`config.mk`:
```
export PLATFORM = sky130hd
export DESIGN_NAME = maxpool_read_sequencer
export DESIGN_NICKNAME = d
export VERILOG_FILES = /design/src/rtl/maxpool_pkg.sv /design/src/rtl/maxpool_addr_gen.sv /design/src/rtl/maxpool_read_sequencer.sv
export SDC_FILE = /design/constraint.sdc
export NUM_CORES = 1
export LEC_CHECK = 0
export BUFFER_PORTS_ARGS = -buffer_cell sky130_fd_sc_hd__buf_2
export CAP_MARGIN = 5
export CORE_MARGIN = 4
export CORE_UTILIZATION = 34
export DETAILED_ROUTE_END_ITERATION = 8
export GPL_TIMING_DRIVEN = 0
export PLACE_DENSITY_LB_ADDON = 0.15
export SETUP_SLACK_MARGIN = 0.1
export SYNTH_ARGS = -nofsm -noshare
export SYNTH_HDL_FRONTEND = slang
export SYNTH_HIERARCHICAL = 1
export SYNTH_SLANG_ARGS = --single-unit
```
`constraint.sdc`:
```
create_clock -name clk -period 5.9 [get_ports clk]
set_input_delay 0.59 -clock clk [delete_from_list [all_inputs] [get_ports clk]]
set_output_delay 0.59 -clock clk [all_outputs]
set_load 0.05 [all_outputs]
```
`src/rtl/maxpool_pkg.sv`:
```
// maxpool_pkg: shared FSM state type and default map geometry for the 2x2 max-pool read sequencer.
//   state_t      : IDLE / READ / DRAIN sequencer states
//   MAP_WIDTH    : default convolution-result map columns
//   MAP_HEIGHT   : default convolution-result map rows
//   DATA_WIDTH   : default signed pixel width
//   COUNTER_WIDTH: default read-address width
//   OUT_WIDTH    : default pooled-address width
package maxpool_pkg;
   typedef enum logic [1:0] {IDLE, READ, DRAIN} state_t;
   localparam int MAP_WIDTH     = 26;
   localparam int MAP_HEIGHT    = 26;
   localparam int DATA_WIDTH    = 16;
   localparam int COUNTER_WIDTH = 10;
   localparam int OUT_WIDTH     = 8;
endpackage

```
`src/rtl/maxpool_addr_gen.sv`:
```
// maxpool_addr_gen: walks 2x2 windows in raster order and produces the read address of each sample.
//   clk, rst  : clock, asynchronous active-low reset
//   en        : advance to the next sample (one read issued this cycle)
//   rd_addr   : address of the current sample (TL, TR, BL, BR within the window)
//   first     : current sample is the top-left of its window
//   last_sub  : current sample is the bottom-right of its window
//   last      : current sample is the final read of the map
module maxpool_addr_gen import maxpool_pkg::*; #(
   parameter int mapWidth     = MAP_WIDTH,
   parameter int mapHeight    = MAP_HEIGHT,
   parameter int counterWidth = COUNTER_WIDTH
) (
   input  logic                    clk,
   input  logic                    rst,
   input  logic                    en,
   output logic [counterWidth-1:0] rd_addr,
   output logic                    first,
   output logic                    last_sub,
   output logic                    last
);
   logic [counterWidth-1:0] r, c;
   logic [1:0]              s;
   logic                    c_end, r_end;
   assign c_end    = c == counterWidth'(mapWidth / 2 - 1);
   assign r_end    = r == counterWidth'(mapHeight / 2 - 1);
   assign first    = s == 2'd0;
   assign last_sub = s == 2'd3;
   assign last     = last_sub && c_end && r_end;
   // s[1] selects the lower row of the window, s[0] the right column
   assign rd_addr  = ((r << 1) + counterWidth'(s[1])) * counterWidth'(mapWidth) + (c << 1) + counterWidth'(s[0]);
   always_ff @(posedge clk or negedge rst) begin
      if (!rst) begin
         r <= '0;
         c <= '0;
         s <= '0;
      end else if (en) begin
         s <= s + 1'b1;
         if (last_sub) begin
            c <= c_end ? '0 : c + 1'b1;
            if (c_end) r <= r_end ? '0 : r + 1'b1;
         end
      end
   end
endmodule

```
`src/rtl/maxpool_read_sequencer.sv`:
```
// maxpool_read_sequencer: streams a conv-result map through 2x2 max pooling and writes one result per window.
//   clk, rst            : clock, asynchronous active-low reset
//   start               : one-cycle request to pool a full map (ignored while busy)
//   busy, done          : map in progress / one-cycle completion pulse with the last result
//   rd_en, rd_addr      : read port into the conv-result memory
//   rd_data             : signed sample, valid one cycle after rd_en
//   out_valid, out_addr, out_data : pooled-memory write port
// Build option: define MAXPOOL_RELU_EN to clamp negative window maxima to zero.
module maxpool_read_sequencer import maxpool_pkg::*; #(
   parameter int mapWidth     = MAP_WIDTH,
   parameter int mapHeight    = MAP_HEIGHT,
   parameter int dataWidth    = DATA_WIDTH,
   parameter int counterWidth = COUNTER_WIDTH,
   parameter int outWidth     = OUT_WIDTH
) (
   input  logic                        clk,
   input  logic                        rst,
   input  logic                        start,
   output logic                        busy,
   output logic                        done,
   output logic                        rd_en,
   output logic [counterWidth-1:0]     rd_addr,
   input  logic signed [dataWidth-1:0] rd_data,
   output logic                        out_valid,
   output logic [outWidth-1:0]         out_addr,
   output logic signed [dataWidth-1:0] out_data
);
   localparam int NW = mapWidth * mapHeight / 4;
   if ((mapWidth % 2) != 0 || (mapHeight % 2) != 0) begin : g_odd_map
      $error("maxpool_read_sequencer: mapWidth and mapHeight must be even");
   end
   state_t                      state, state_nx;
   logic                        a_first, a_last_sub, a_last;
   logic                        v1, f1, l1;
   logic signed [dataWidth-1:0] acc, mx, res;
   logic [outWidth-1:0]         wcnt;
   maxpool_addr_gen #(
      .mapWidth(mapWidth), .mapHeight(mapHeight), .counterWidth(counterWidth)
   ) u_addr (
      .clk(clk), .rst(rst), .en(rd_en), .rd_addr(rd_addr),
      .first(a_first), .last_sub(a_last_sub), .last(a_last)
   );
   always_comb begin
      state_nx = state;
      case (state)
         IDLE:    if (start) state_nx = READ;
         READ:    if (a_last) state_nx = DRAIN;
         DRAIN:   if (done) state_nx = IDLE;
         default: state_nx = IDLE;
      endcase
      rd_en = state == READ;
      busy  = state != IDLE;
   end
   // first sample of a window reloads rather than compares, so nothing leaks between windows
   assign mx = (!f1 && acc > rd_data) ? acc : rd_data;
`ifdef MAXPOOL_RELU_EN
   assign res = mx[dataWidth-1] ? '0 : mx;
`else
   assign res = mx;
`endif
   always_ff @(posedge clk or negedge rst) begin
      if (!rst) begin
         state     <= IDLE;
         v1        <= 1'b0;
         f1        <= 1'b0;
         l1        <= 1'b0;
         acc       <= '0;
         wcnt      <= '0;
         out_valid <= 1'b0;
         out_addr  <= '0;
         out_data  <= '0;
         done      <= 1'b0;
      end else begin
         state     <= state_nx;
         v1        <= rd_en;
         f1        <= rd_en & a_first;
         l1        <= rd_en & a_last_sub;
         if (v1) acc <= mx;
         out_valid <= l1;
         done      <= l1 && wcnt == outWidth'(NW - 1);
         if (l1) begin
            out_data <= res;
            out_addr <= wcnt;
            wcnt     <= (wcnt == outWidth'(NW - 1)) ? '0 : wcnt + 1'b1;
         end
      end
   end
endmodule
```
==> metrics.yaml <==
status:
  outcome: "complete, no violations"
critical_path:
  path_class: "reg -> out"
  critPathMaxFanout: 11
  critPathSlowestCell: "dfrtp_1"
  crit_required_ps: 5310
  cp_common_cell: "ha_1"
  timing.critical_path.cells: "inv_1 -> ha_1 -> fa_1 -> ha_1 -> a21o_1 -> a21oi_1 -> xnor2_1 -> ha_1 -> or4_1 -> o311ai_0 -> xnor2_1 -> buf_2"
  r2r_start: "acc[7]"
  crit_arrival_ps: 4010
  cp.buffers_inverters: 2
  crit_cells: 12
  critPathMaxStageDelay_ps: 550
  crit_end: "rd_addr[8]"
  r2r_setup_slack_ps: 3130
  worstReg2RegEnd: "acc[14]"
  start_kind: "flop"
  reg2regPathDepth: 9
  startpoint: "u_addr/r[0]"
  path_delay_family: "adder cells"
  end_kind: "primary output"
die:
  dieArea_mm2: 0.01594
  pin_count: 57
  num_rows: 42
  die_x_um: 126.2
  die_h_um: 126.2
  core_mm2: 0.01345
  start_util: 0.3533
finish:
  n_antenna_cell: 0
  final_util: 0.4142
  layout_common_cells: "77 x dfrtp_1, 55 x buf_2, 53 x inv_1, 47 x ha_1, 37 x nand2_1"
  drive_above_1_share: 0.2267
  final_common_cell: "dfrtp_1"
  synthToLayoutAreaGrowth_pct: 17.24
  final_nets: 593
sta:
  fin_crit_ps: 4600
  fin_skew_ps: 5.975
  fin_crit_sh: 0.7796
  holdWs_ps: 201.9
  hold_viol_final: 0
  tns_ps: 0
  worstMarginPinSlew_ps: 802.4
  finalSetupViolCount: 0
  final.setup.worst_slack_ps: 1301
  rsz0062_at_grt: "no"
  slew_headroom: 0.4637
  fmaxAchievable_ghz: 0.2174
  slew_viol_final: 0
cts:
  clk_latency_ps: 340
  clk_pin_slew_worst_paths_ps: 60
  cts-resized-gates: 0
  post_cts_buffers: 0
  clockRootBuffer: "clkbuf_16"
  clock-sinks: 77
  numCtsBuffers: 9
  hold_buffers: 0
  cts_buffer_depth: 2
  cts_tree: "yes"
  htreeDepth: 3
synthesis:
  yosys.area.top_type: "dfrtp_1"
  synthCells: 454
  ys.flop_type: "dfrtp_1"
  ys_types: 59
  synth-warning-count: 6
  synth-seq-cells: 77
  synth.area.top_cells: "dfrtp_1 41%, ha_1 12%, inv_1 4.2%"
  async_flop_share: 1.000
  yosysTopAreaCellShare: 0.4054
  ys_seq_area_frac: 0.4054
  synth_area_mm2: 0.004753
  synthesis.nets: 525
  synth.avg_cell_area_um2: 10.47
  synth_edf_count: 0
placement:
  io_buffers: 56
  gp_congestion: 0.8168
  hpwl_um: 7655
  dp_slack_ps: 1648
detailed_routing:
  firstDrtPassIters: 4
  drt_iter0_markers: 193
  wl_per_cell_um: 14.57
  route.detailed.drc: 0
  routed-via-count: 3437
  ant_nets: 0
  wirelength_um: 10210
  vias_per_cell: 4.903
pwr:
  p_leak_nw: 2.657
  power_density_mw_per_mm2: 553.9
  vdd_drop_max_v: 0.0008384
  power_mw: 3.087
global_routing:
  grt_pass1_wl_um: 17350
  grt_pass1_vias: 3506
  grt_usage: 0.1349
  grt_antenna_before_repair: 0
  grt_max_degree: 47
  grt_overflow: 0
worst_hold_path:
  worstHoldPathType: "in -> async"
run:
  max_cap_viol_count: 0
==> cell usage after synthesis (3+ instances only) <==
cell type and count:
dfrtp_1 77, inv_1 53, ha_1 47, nand2_1 37, nand4_1 22, xnor2_1 21, nor2_1 20, a21oi_1 17
o21ai_0 17, mux2_2 13, mux2_1 10, nand3_1 10, o221ai_2 10, clkbuf_1 9, xor2_1 9, and2_1 6
o221ai_1 6, fa_1 5, a21o_1 4, nor2b_1 4, and4_1 3, buf_6 3, nor3_1 3, nor4_1 3
o22ai_1 3, o31ai_1 3
==> metrics by stage <==
stage                     std cells  cell area [µm²]
final                           701             5573
after floorplan                 454             4753
after detailed placement        687             5284
after global placement          686             5254
after CTS                       701             5573
after global routing            701             5573
==> report_power, final <==
group          internal [mW]  total [mW]  switching [mW]
clock                  0.333       0.551           0.218
sequential             0.708       0.858           0.150
combinational          0.577        1.68            1.10
total                   1.62        3.09            1.47
==> state kept, by name, indices dropped and copies added (netlist names) <==
register   count
u_addr/r      10
out_addr       8
out_valid      1
done           1
acc           16
state          2
u_addr/s       2
u_addr/c      10
l1             1
f1             1
out_data      16
wcnt           8
v1             1
==> logic make-up (layout without fill, tap and decap cells) <==
family	Yosys count	after routing	synth area share
xor gates and xnor gates	30	30	0.05528
AOI/OAI and AO/OA	69	69	0.1137
DFF	77	77	0.4054
adders and majority gates	52	52	0.1448
and+or+nand+nor	131	131	0.1558
buffers and inverters	70	141	0.06528
muxes	25	25	0.05975
==> routing by layer <==
metal  share of wire  vias up  track usage
met3           0.034       14      0.02413
met4           0.023        0      0.06625
met2            0.47       48       0.2144
met5               0        -            0
li1                -     1724            -
met1            0.48     1651       0.1774
==> final cells by class <==
class                      count  area, µm²
fill                        1357       7880
multi-input combinational    307       2516
sequential                    77       1927
timing repair buffer          57      310.3
clock buffer                  10      239.0
tap                          176      220.2
inverter                      53      198.9
buffer                        17      111.4
clock inverter                 4      50.05
==> worst min path at each step <==
stage / startpoint / endpoint / slack (ps) / cells past startpoint
2_1_floorplan: rst / acc[0] / 290 / 0
3_3_place_gp: l1 / out_valid / 430 / 0
3_5_place_dp: l1 / out_valid / 420 / 0
4_1_cts: rst / out_addr[6] / 210 / 1
5_1_grt: rst / out_addr[6] / 230 / 1
6_report: rst / out_addr[6] / 200 / 1
(Power assumes the default switching activity.)
